--- src/rtl/fpaddsub_pkg.sv ---
// Shared types and constants for the FP add/sub normalization pipeline.
// norm_beat_t is the payload held in both stage registers of the normalizer.
package fpaddsub_pkg;

    function automatic int clog2(input int value);
        int result;
        result = 0;
        for (int v = value - 1; v > 0; v = v >> 1) begin
            result++;
        end
        return result;
    endfunction

    localparam int FPADD_MANT_W  = 33;
    localparam int FPADD_EXP_W   = 8;
    localparam int FPADD_SHIFT_W = clog2(FPADD_MANT_W + 1);

    typedef struct packed {
        logic [FPADD_MANT_W-1:0]  mant;
        logic [FPADD_EXP_W-1:0]   exp;
        logic [FPADD_SHIFT_W-1:0] shift;
        logic                     zero;
        logic                     denorm;
    } norm_beat_t;

endpackage

--- src/rtl/fpaddsub_lzc.sv ---
// Combinational leading-zero counter; returns WIDTH for an all-zero input.
// Built as a thermometer of "everything at and above this bit is zero", then summed.
module fpaddsub_lzc #(
    parameter int WIDTH   = 33,
    parameter int SHIFT_W = 6
) (
    input  logic [WIDTH-1:0]   mant,
    output logic [SHIFT_W-1:0] count
);

    logic [WIDTH-1:0] clear_above;

    generate
        for (genvar gi = 0; gi < WIDTH; gi++) begin : g_prefix
            assign clear_above[gi] = ~|mant[WIDTH-1:gi];
        end
    endgenerate

    // The thermometer has exactly lzc ones at its top, so its population is the count.
    always_comb begin
        count = '0;
        for (int i = 0; i < WIDTH; i++) begin
            count = count + SHIFT_W'(clear_above[i]);
        end
    end

endmodule

--- src/rtl/fpaddsub_norm_shift_pipe.sv ---
// Two-stage normalization left-shifter with exponent clamp and valid/ready flow control.
// Stage 1 counts leading zeros, clamps and applies the coarse (x4) shift; stage 2 does the fine shift.
module fpaddsub_norm_shift_pipe
    import fpaddsub_pkg::*;
#(
    parameter int WIDTH   = FPADD_MANT_W,
    parameter int EXP_W   = FPADD_EXP_W,
    parameter int SHIFT_W = clog2(WIDTH + 1)
) (
    input  logic               clk,
    input  logic               rst,
    input  logic               in_valid,
    output logic               in_ready,
    input  logic [WIDTH-1:0]   in_mant,
    input  logic [EXP_W-1:0]   in_exp,
    output logic               out_valid,
    input  logic               out_ready,
    output logic [WIDTH-1:0]   out_mant,
    output logic [EXP_W-1:0]   out_exp,
    output logic [SHIFT_W-1:0] out_shift,
    output logic               out_zero,
    output logic               out_denorm
);

    localparam int CMP_W = (SHIFT_W > EXP_W) ? SHIFT_W : EXP_W;

    logic               s1_valid_reg;
    logic               s2_valid_reg;
    norm_beat_t         s1_reg;
    norm_beat_t         s1_next;
    norm_beat_t         s2_reg;
    norm_beat_t         s2_next;
    logic               s1_en;
    logic               s2_en;
    logic [SHIFT_W-1:0] lzc;
    logic [CMP_W-1:0]   lzc_cmp;
    logic [CMP_W-1:0]   exp_cmp;
    logic [CMP_W-1:0]   exp_diff;
    logic [SHIFT_W-1:0] clamp_shift;
    logic               lzc_below_exp;
    logic               mant_zero;

    fpaddsub_lzc #(
        .WIDTH   (WIDTH),
        .SHIFT_W (SHIFT_W)
    ) u_lzc (
        .mant  (in_mant),
        .count (lzc)
    );

    assign s2_en    = !s2_valid_reg || out_ready;
    assign s1_en    = !s1_valid_reg || s2_en;
    assign in_ready = s1_en;

    always_comb begin
        lzc_cmp       = CMP_W'(lzc);
        exp_cmp       = CMP_W'(in_exp);
        lzc_below_exp = (lzc_cmp < exp_cmp);
        mant_zero     = (in_mant == '0);
        // When clamped, the shift equals the exponent, which is <= lzc <= WIDTH and so fits.
        clamp_shift   = lzc_below_exp ? lzc : SHIFT_W'(exp_cmp);

        s1_next = '0;
        if (mant_zero) begin
            s1_next.zero = 1'b1;
        end else begin
            s1_next.mant   = in_mant << {clamp_shift[SHIFT_W-1:2], 2'b00};
            s1_next.exp    = in_exp;
            s1_next.shift  = clamp_shift;
            s1_next.denorm = !lzc_below_exp;
        end
    end

    always_comb begin
        exp_diff     = CMP_W'(s1_reg.exp) - CMP_W'(s1_reg.shift);
        s2_next      = s1_reg;
        s2_next.mant = s1_reg.mant << s1_reg.shift[1:0];
        s2_next.exp  = exp_diff[EXP_W-1:0];
    end

    always_ff @(posedge clk) begin
        if (rst) begin
            s1_valid_reg <= 1'b0;
            s2_valid_reg <= 1'b0;
            s1_reg       <= '0;
            s2_reg       <= '0;
        end else begin
            if (s1_en) begin
                s1_valid_reg <= in_valid;
                if (in_valid) begin
                    s1_reg <= s1_next;
                end
            end
            // Stage 2 payload only changes on advance, so outputs hold during a stall.
            if (s2_en) begin
                s2_valid_reg <= s1_valid_reg;
                if (s1_valid_reg) begin
                    s2_reg <= s2_next;
                end
            end
        end
    end

    assign out_valid  = s2_valid_reg;
    assign out_mant   = s2_reg.mant;
    assign out_exp    = s2_reg.exp;
    assign out_shift  = s2_reg.shift;
    assign out_zero   = s2_reg.zero;
    assign out_denorm = s2_reg.denorm;

endmodule
--- config.mk ---
export PLATFORM = sky130hd
export DESIGN_NAME = fpaddsub_norm_shift_pipe
export DESIGN_NICKNAME = d
export VERILOG_FILES = /design/src/rtl/fpaddsub_pkg.sv /design/src/rtl/fpaddsub_lzc.sv /design/src/rtl/fpaddsub_norm_shift_pipe.sv
export SDC_FILE = /design/constraint.sdc
export NUM_CORES = 1
export LEC_CHECK = 0
export CAP_MARGIN = 30
export CORE_ASPECT_RATIO = 1.4
export CORE_MARGIN = 10
export CORE_UTILIZATION = 42
export DETAILED_ROUTE_END_ITERATION = 6
export PLACE_DENSITY_LB_ADDON = 0.12
export SETUP_SLACK_MARGIN = 0.1
export SLEW_MARGIN = 10
export SYNTH_ARGS = -nofsm -noshare
export SYNTH_HDL_FRONTEND = slang
export SYNTH_SLANG_ARGS = --single-unit
--- constraint.sdc ---
create_clock -name clk -period 29 [get_ports clk]
set_input_delay 4.35 -clock clk [delete_from_list [all_inputs] [get_ports clk]]
set_output_delay 4.35 -clock clk [all_outputs]
set_load 0.01 [all_outputs]
==> Yosys cells after proc, flatten, opt, wreduce, memory -nomap -nowiden <==
Index checks and enable logic that the tools add are counted.
{ "totals": {"reg_bits": 100, "latch_bits": 0, "ram_bits": 0, "romBits": 0, "output_inout_bits": 51, "elab_cells": 125, "n_memories": 0} }
{ "classes": {"add_sub_neg": 33, "multipliers": 0, "n_div": 0, "order_cmp": 1, "eq_ne": 0, "shifts": 2, "n_mux": 4, "bitwise": 0, "reduce_logical": 73} }
{ "ops": {"columns": ["op", "count"], "rows": [
  ["adder 6 x 1 -> 6 bit", 31],
  ["2-to-1 mux 47 bit", 1],
  ["zero test 1 bit", 36],
  ["zero test 33 bit", 1],
  ["OR reduction 33 bit", 1],
  ["left shift 33 x 2 -> 33 bit", 1],
  ["left shift 33 x 6 -> 33 bit", 1],
  ["OR reduction 32 bit", 1],
  ["OR reduction 31 bit", 1],
  ["OR reduction 30 bit", 1],
  ["OR reduction 29 bit", 1],
  ["OR reduction 28 bit", 1],
  ["OR reduction 27 bit", 1],
  ["OR reduction 26 bit", 1],
  ["OR reduction 25 bit", 1],
  ["OR reduction 24 bit", 1],
  ["OR reduction 23 bit", 1],
  ["OR reduction 22 bit", 1],
  ["OR reduction 21 bit", 1],
  ["OR reduction 20 bit", 1],
  ["OR reduction 19 bit", 1],
  ["OR reduction 18 bit", 1],
  ["OR reduction 17 bit", 1],
  ["OR reduction 16 bit", 1],
  ["other kinds (21)", 24]
]} }

==> Logic depth before layout (Yosys ltp) <==
Gate-level depths: netlist (run 1).
{ "depth": {"word_depth": 38, "depth_mapped": 35} }

==> Cells and area by module <==
From an unflattened synthesis (run 1), not the netlist that was laid out.
{ "unflattened": {"hier_cells": 736, "hier_area_um2": 6716.4} }
{ "by_module_without_submodules": {"columns": ["module", "n_inst", "cells_per_inst", "area_each_um2", "seq_area_each_um2"], "rows": [
  ["fpaddsub_norm_shift_pipe", 1, 614, 5606.6, 2001.9],
  ["fpaddsub_lzc", 1, 122, 1109.8, 0.0]
]} }

==> Worst setup path after synthesis (run 1) <==
No wires, ideal clock.
{ "synth_timing": {"kind": "input to register", "start": "in in_mant[29]", "end": "reg s1_reg[48] in the netlist's numbering", "setup_time_ps": 103, "arrival_ps": 12570, "required_time_ps": 28897, "path_slack_ps": 16326, "path_stages": 27, "cell_sequence": "or4_1 buf_2 nor3_4 nand2_1 or3_1 or2_1 or3_1 fa_1 fa_1 fa_1 fa_1 fa_1 inv_1 fa_1 ha_1 fa_1 a21o_1 a21oi_1 xnor2_1 ha_1 and4bb_2 a22oi_2 o21a_1 buf_6 mux2_2 mux4_2 a2111oi_2"} }
{ "synth_via": {"elab_chain_len": 38} }
{ "synth_rtl": {"columns": ["item", "line", "text"], "rows": [
  ["start, declared", "fpaddsub_norm_shift_pipe.sv:14", "input logic [WIDTH-1:0] in_mant,"],
  ["OR reduction 33 bit or OR reduction 32 bit (tied branches)", "fpaddsub_lzc.sv:15", "assign clear_above[gi] = ~|mant[WIDTH-1:gi];"],
  ["zero test 1 bit", "fpaddsub_lzc.sv:15", null],
  ["adder 1 x 1 -> 2 bit", "fpaddsub_lzc.sv:23", "count = count + SHIFT_W'(clear_above[i]);"],
  ["adder 6 x 1 -> 6 bit (31 in a row)", "fpaddsub_lzc.sv:23", null],
  ["less-than comparator 6 x 8 -> 1 bit", "fpaddsub_norm_shift_pipe.sv:58", "lzc_below_exp = (lzc_cmp < exp_cmp);"],
  ["2-to-1 mux 6 bit", "fpaddsub_norm_shift_pipe.sv:61", "clamp_shift = lzc_below_exp ? lzc : SHIFT_W'(exp_cmp);"],
  ["left shift 33 x 6 -> 33 bit", "fpaddsub_norm_shift_pipe.sv:67", "s1_next.mant = in_mant << {clamp_shift[SHIFT_W-1:2], 2'b00};"],
  ["2-to-1 mux 47 bit *", "fpaddsub_norm_shift_pipe.sv:64", "if (mant_zero) begin"],
  ["end signal, assigned", "fpaddsub_norm_shift_pipe.sv:91", "s1_reg <= s1_next;"],
  ["end, declared", "fpaddsub_norm_shift_pipe.sv:29", "norm_beat_t s1_reg;"]
]} }
Every way passes the cells marked *; elsewhere a longest branch is shown, timed or not.
A chain may end at the register's enable or synchronous reset.

==> Final worst setup path (run 1) <==
{ "layout_timing": {"start": "in in_mant[31]", "end": "reg s1_reg[48] in the netlist's numbering"} }
The elaborated chain is that of the path after synthesis.

==> results of run 1 <==
[metal layers]
metal | track usage, % | vias up
li1 | - | 2861
met1 | 22.41 | 2842
met2 | 31.95 | 203
met3 | 4.064 | 41
met4 | 8.238 | 0
met5 | 0 | -
[worst max-delay path: stages]
cell and delay, ns:
clkdlybuf4s50_1 0.46, or4_1 0.72, nor3_4 0.33, nand2_1 0.15, or3_1 0.38, or2_1 0.27, or3_1 0.36, fa_1 0.50
fa_1 0.54, fa_1 0.44, fa_1 0.52, fa_1 0.55, inv_1 0.06, fa_1 0.48, ha_1 0.25, fa_1 0.42
a21o_1 0.20, a21oi_1 0.17, xnor2_1 0.21, ha_1 0.29, and4bb_2 0.24, a22oi_2 0.18, o21a_1 0.33, buf_8 0.24
mux2_2 0.57, mux4_2 0.60, a2111oi_2 0.35
[kinds of logic (layout without fill, tap and decap cells)]
kind of cell | after synthesis | in the layout | synth area share [%]
adder cells (fa/ha/maj) | 45 | 45 | 11.34
AND/OR/NAND/NOR | 249 | 249 | 16.81
multiplexers | 52 | 52 | 14.50
AO/OA/AOI/OAI | 196 | 196 | 19.63
flip-flops | 100 | 100 | 29.95
XOR/XNOR | 5 | 5 | 0.6552
buffers and inverters | 118 | 189 | 7.112
[cell type report]
type	count	area, um^2	area share (%)
tap	196	245.2	3.032
sequential	100	2003	24.77
clock inverter	6	63.81	0.7890
inverter	62	234.0	2.893
clock buffer	10	239.0	2.955
multi-input combinational	547	4218	52.15
timing repair buffer	111	1085	13.41
[power by group]
part | total [uW] | switching (uW) | internal, uW
Combinational | 65.6 | 34.5 | 31.0
Clock | 120 | 50.7 | 69.0
Sequential | 150 | 6.06 | 144
[path summary, 6_finish.rpt]
kind	startpoint	end	slack, ns	cells after the start
max reg2reg	s1_reg[3]$_SDFFE_PP0P_	out_exp[7]$_SDFFE_PP0P_	26.76	9
min	out_mant[29]$_SDFFE_PP0P_	out_mant[29]$_SDFFE_PP0P_	0.45	2
max	in_mant[31]	s1_reg[48]$_SDFFE_PP0P_	15.05	27
min reg2reg	out_mant[29]$_SDFFE_PP0P_	out_mant[29]$_SDFFE_PP0P_	0.45	2
[placed cells by master, fill, tap and decap left out, drive strengths merged, types with 3 or more instances in the layout]
cell type      instances
a22oi                  5
a21o                   8
nand2                129
o21a                   3
inv                   61
nor3                  16
fa                    26
a31oi                  3
o221ai                 3
xnor2                  3
nand2b                 4
o211ai                34
mux4                  35
o221a                  3
nor2                  40
ha                    19
or2                    3
nor2b                  4
clkbuf                11
nand3                 26
a211oi                 7
and2                   5
nor4                   6
a21oi                 82
clkdlybuf4s50         94
a32o                   8
a32oi                  8
clkinv                 4
mux2                   3
buf                   15
or3                    7
dfxtp                100
a21boi                 6
mux2i                 14
o21ai                 15
or4                    4
o31ai                  4
a2bb2oi                3
[cells in the mapped netlist, types with 9 or more instances]
library cell	count	share of area, %
clkbuf_1	39	2.2
buf_1	9	0.51
o211ai_1	33	3.7
ha_1	19	3.6
mux4_2	33	11
mux2i_1	14	2.1
nor3_1	15	1.1
nand2_1	128	7.2
inv_1	61	3.4
fa_1	26	7.8
nor2_1	40	2.2
dfxtp_1	100	30
a21oi_1	82	6.1
nand3_1	26	1.9
[through the flow]
stage               util, %  hold WS [ns]
finish                51.82        0.4508
global placement      49.52        0.4408
global route          51.82        0.4656
floorplan                 -        0.4319
CTS                   51.63        0.4541
detailed placement    49.69        0.4455
==> summary.md, run 1 <==
| Metric | Value |
|---|---|
| Maximum fanout along the worst path | `25` |
| Total Neg Setup Slack | `0 ns` |
| CP Data Arrival Time | `14.19 ns` |
| Total grt overflow | `0` |
| Fill cells | `1498` |
| Met2 Routed Length | `10.02 mm` |
| Synth unique cells | `59` |
| Worst vdd rail ir drop | `0.00004277 V` |
| DR pass1 iterations | `5` |
| Share of cells above drive strength 1 | `10.53%` |
| RSZ-0062 raised after global routing | `no` |
| Post-Syn Area | `6685 um^2` |
| Final period util | `48.09%` |
| Port-buffer cells | `95` |
| Vias post-DR | `5947` |
| Post-DP Area | `7755 um^2` |
| Initial antenna violation count | `0` |
| Max reg flops | `49` |
| Total Power | `335.3 uW` |
| Worst Path Required | `29.24 ns` |
| Design area | `8088 um^2` |
| Avg WL per Cell | `19.78 um` |
| PD cells | `41.46 nW/um^2` |
| Final min period | `13.95 ns` |
| #FFs+latches synth | `100` |
| Crit Path Category | `in -> reg` |
| Final Routed Wirelength | `20.42 mm` |
| ANT cells | `0` |
| GR Util All Layers | `18.87%` |
| CTS Root Cell | `clkbuf_16` |
| Clock buffer depth | `2` |
| Worst setup EP type | `flip-flop` |
| Worst clock skew | `0.007087 ns` |
| Fmax | `71.70 MHz` |
| Setup bufs post-CTS | `0` |
| Placed insts | `1013` |
| Synthesis-to-layout area growth | `20.98%` |
| Core ar. | `15610 um^2` |
| Vias in the first global route | `6031` |
| Die height | `169.3 um` |
| Syn Nets | `855` |
| Die width | `126.6 um` |
| Final hold vios | `0` |
| Final non-filler cell total | `1032` |
| Worst-Skew Late Latency | `0.34 ns` |
| Status | `complete, no violations` |
| CTS Buf Count | `9` |
| First-pass GRT wire length | `33.00 mm` |
| Predominant post-synthesis flop cell | `dfxtp_1` |
| Met3 WL | `1.321 mm` |
| Sequential element share of the synthesized area | `29.95%` |
| I/O pin total | `96` |
| Clock sinks | `100` |
| CTS tree | `built` |
| Setup ws final | `15.05 ns` |
| Vias per cell | `5.763` |
| Max-cap violation count | `0` |
| Post-CTS Resized | `0` |
| Synth warn | `0` |
| Number of synthesized flops with an enable pin | `0` |
| Die area | `21440 um^2` |
| Worst min-delay path class | `reg -> reg` |
| Lkg Pwr | `0.003138 uW` |
| Iter 0 DRT Violations | `442` |
| DRC violation count after routing | `0` |
| M1 WL | `8.287 mm` |
| Post-CTS Hold Buffers | `0` |
| Reg clk slew, reported paths | `0.07 ns` |
| Slew headroom | `43.66%` |
| # nets final | `921` |
| Largest net degree at the start of global routing | `82` |
| Top routing layer used | `met4` |
| DRT antenna net count | `0` |
| # setup viols final | `0` |
| Mean post-synth cell area | `8.739 um^2` |
| Slew at the pin closest to its max-slew limit | `0.8451 ns` |
| Async SR Flop Fraction | `0%` |
| Initial Util | `42.83%` |
| DP HPWL | `16.28 mm` |
| FP Rows | `54` |
| Fin. max-slew vios | `0` |
| Critical Path Start Type | `input port` |
| H-tree levels | `3` |
| Gate count of the mapped netlist | `765` |
| Setup slack at placement | `14.67 ns` |
| Final GP Congestion | `0.9473` |
(Power assumes the default switching activity.)
==> inputs of run 2 (changes only) <==
==> constraint.sdc (replaced) <==
create_clock -name clk -period 12.26 [get_ports clk]
set_input_delay 1.839 -clock clk [delete_from_list [all_inputs] [get_ports clk]]
set_output_delay 1.839 -clock clk [all_outputs]
set_load 0.01 [all_outputs]
==> summary.md, run 2 (synthesized netlist as in run 1, its figures left out) <==
| Metric | Value |
|---|---|
| Avg WL per Cell | `19.61 um` |
| CP startpoint | `in_mant[31]` |
| Vias per cell | `5.742` |
| Final hold vios | `0` |
| H-tree levels | `3` |
| Setup slack at placement | `0.5621 ns` |
| Die area | `21440 um^2` |
| Core ar. | `15610 um^2` |
| Slew at the pin closest to its max-slew limit | `0.8905 ns` |
| Critical Path Start Type | `input port` |
| Die height | `169.3 um` |
| Synthesis-to-layout area growth | `19.95%` |
| Initial antenna violation count | `0` |
| # nets final | `920` |
| Worst min-delay path class | `reg -> reg` |
| Most frequent cells in the layout | `128 x nand2_1, 99 x dfxtp_1, 94 x clkdlybuf4s50_1` |
| Largest net degree at the start of global routing | `82` |
| Final period util | `92.33%` |
| CTS Buf Count | `9` |
| Lkg Pwr | `0.003107 uW` |
| Worst-Skew Late Latency | `0.34 ns` |
| Final GP Congestion | `0.9094` |
| Worst setup EP type | `flip-flop` |
| First-pass GRT wire length | `32.80 mm` |
| Origin of the critical flop-to-flop path | `s1_reg[3]$_SDFFE_PP0P_` |
| Vias post-DR | `5920` |
| Share of cells above drive strength 1 | `10.06%` |
| # setup viols final | `0` |
| Slew headroom | `40.37%` |
| Worst clock skew | `0.01152 ns` |
| ANT cells | `0` |
| Clock buffer depth | `2` |
| Fin. max-slew vios | `0` |
| Fill cells | `1533` |
| I/O pin total | `96` |
| CTS tree | `built` |
| DP HPWL | `16.12 mm` |
| Hold Crit Start | `out_mant[9]$_SDFFE_PP0P_` |
| Post-CTS Resized | `0` |
| CP Data Arrival Time | `11.55 ns` |
| Fmax | `88.34 MHz` |
| Reg area | `2003 um^2` |
| DRT antenna net count | `0` |
| Worst vdd rail ir drop | `0.00008980 V` |
| GR Util All Layers | `18.74%` |
| Maximum fanout along the worst path | `25` |
| Initial Util | `42.83%` |
| Area occupied by multi-input gates | `4208 um^2` |
| Post-CTS Hold Buffers | `0` |
| DR pass1 iterations | `5` |
| Total Neg Setup Slack | `0 ns` |
| CTS Root Cell | `clkbuf_16` |
| Setup bufs post-CTS | `0` |
| Port-buffer cells | `95` |
| Setup ws final | `0.9399 ns` |
| Total grt overflow | `0` |
| FP Rows | `54` |
| Max reg flops | `49` |
| Final Routed Wirelength | `20.22 mm` |
| Crit Path Category | `in -> reg` |
| Clock sinks | `100` |
| Max-cap violation count | `0` |
| Final min period | `11.32 ns` |
| DRC violation count after routing | `0` |
| RSZ-0062 raised after global routing | `no` |
| Reg clk slew, reported paths | `0.06 ns` |
| Post-route core utilization | `51.38%` |
| Vias in the first global route | `5922` |
| Die width | `126.6 um` |
| Commonest non-fill, non-tap cell in the layout | `nand2_1` |
| Worst Path Required | `12.49 ns` |
| PD cells | `95.70 nW/um^2` |
| Status | `complete, no violations` |
| Iter 0 DRT Violations | `498` |
-- run 2: worst max-delay path: stages --
cell	delay, ns
clkdlybuf4s50_1	0.47
or4_1	0.74
nor3_4	0.34
nand2_1	0.16
or3_1	0.39
or2_1	0.27
or3_1	0.34
fa_1	0.49
fa_1	0.54
fa_1	0.44
fa_1	0.52
fa_1	0.54
inv_1	0.05
fa_1	0.47
ha_1	0.24
fa_1	0.41
a21o_1	0.19
a21oi_1	0.17
xnor2_1	0.19
ha_1	0.28
and4bb_2	0.24
a22oi_2	0.20
o21a_1	0.46
mux2_2	0.61
mux4_2	0.59
a2111oi_2	0.36
-- run 2: final timing paths --
kind / depth (start not counted) / end / slack, ns
setup / recovery: 26 / s1_reg[48]$_SDFFE_PP0P_ / 0.94
hold / removal: 2 / out_mant[9]$_SDFFE_PP0P_ / 0.45
setup reg to reg: 9 / out_exp[7]$_SDFFE_PP0P_ / 10.14
hold reg to reg: 2 / out_mant[9]$_SDFFE_PP0P_ / 0.45
-- run 2: per-layer routing --
metal	GRT usage, %	part of all wire (%)	vias up
met4	6.055	1.8	0
met3	3.376	5.3	28
met5	0	0	-
li1	-	-	2861
met1	22.85	42	2844
met2	32.49	51	187
-- run 2: metrics by stage --
stage	cells	cell area [um^2]	hold slack (ns)	total power, uW
2_1_floorplan	765	6685	0.4319	455.4
3_3_place_gp	1015	7749	0.4406	514.7
3_5_place_dp	1015	7749	0.4456	516.6
4_1_cts	1031	8019	0.4533	772.9
5_1_grt	1031	8019	0.4682	801.6
6_report	1031	8019	0.4495	767.4
-- run 2: final cells by class --
type                       instances  area share, %
tap                              196          3.058
clock buffer                      10          2.855
sequential                       100          24.98
clock inverter                     6         0.5149
multi-input combinational        547          52.47
timing repair buffer             110          13.20
inverter                          62          2.918
-- run 2: power breakdown --
part,switching (uW),internal (uW),total [uW]
Sequential,14.4,340,355
Combinational,81.0,73.2,154
Clock,121,137,258
==> inputs of run 3 (changes only) <==
--- a/config.mk
+++ b/config.mk
@@ -5,7 +5,7 @@
 export SDC_FILE = /design/constraint.sdc
 export NUM_CORES = 1
 export LEC_CHECK = 0
-export CAP_MARGIN = 30
+export CAP_MARGIN = 10
 export CORE_ASPECT_RATIO = 1.4
 export CORE_MARGIN = 10
 export CORE_UTILIZATION = 42
==> results of run 3 <==
The final DEF is identical to that of run 2; final timing and power are the same.
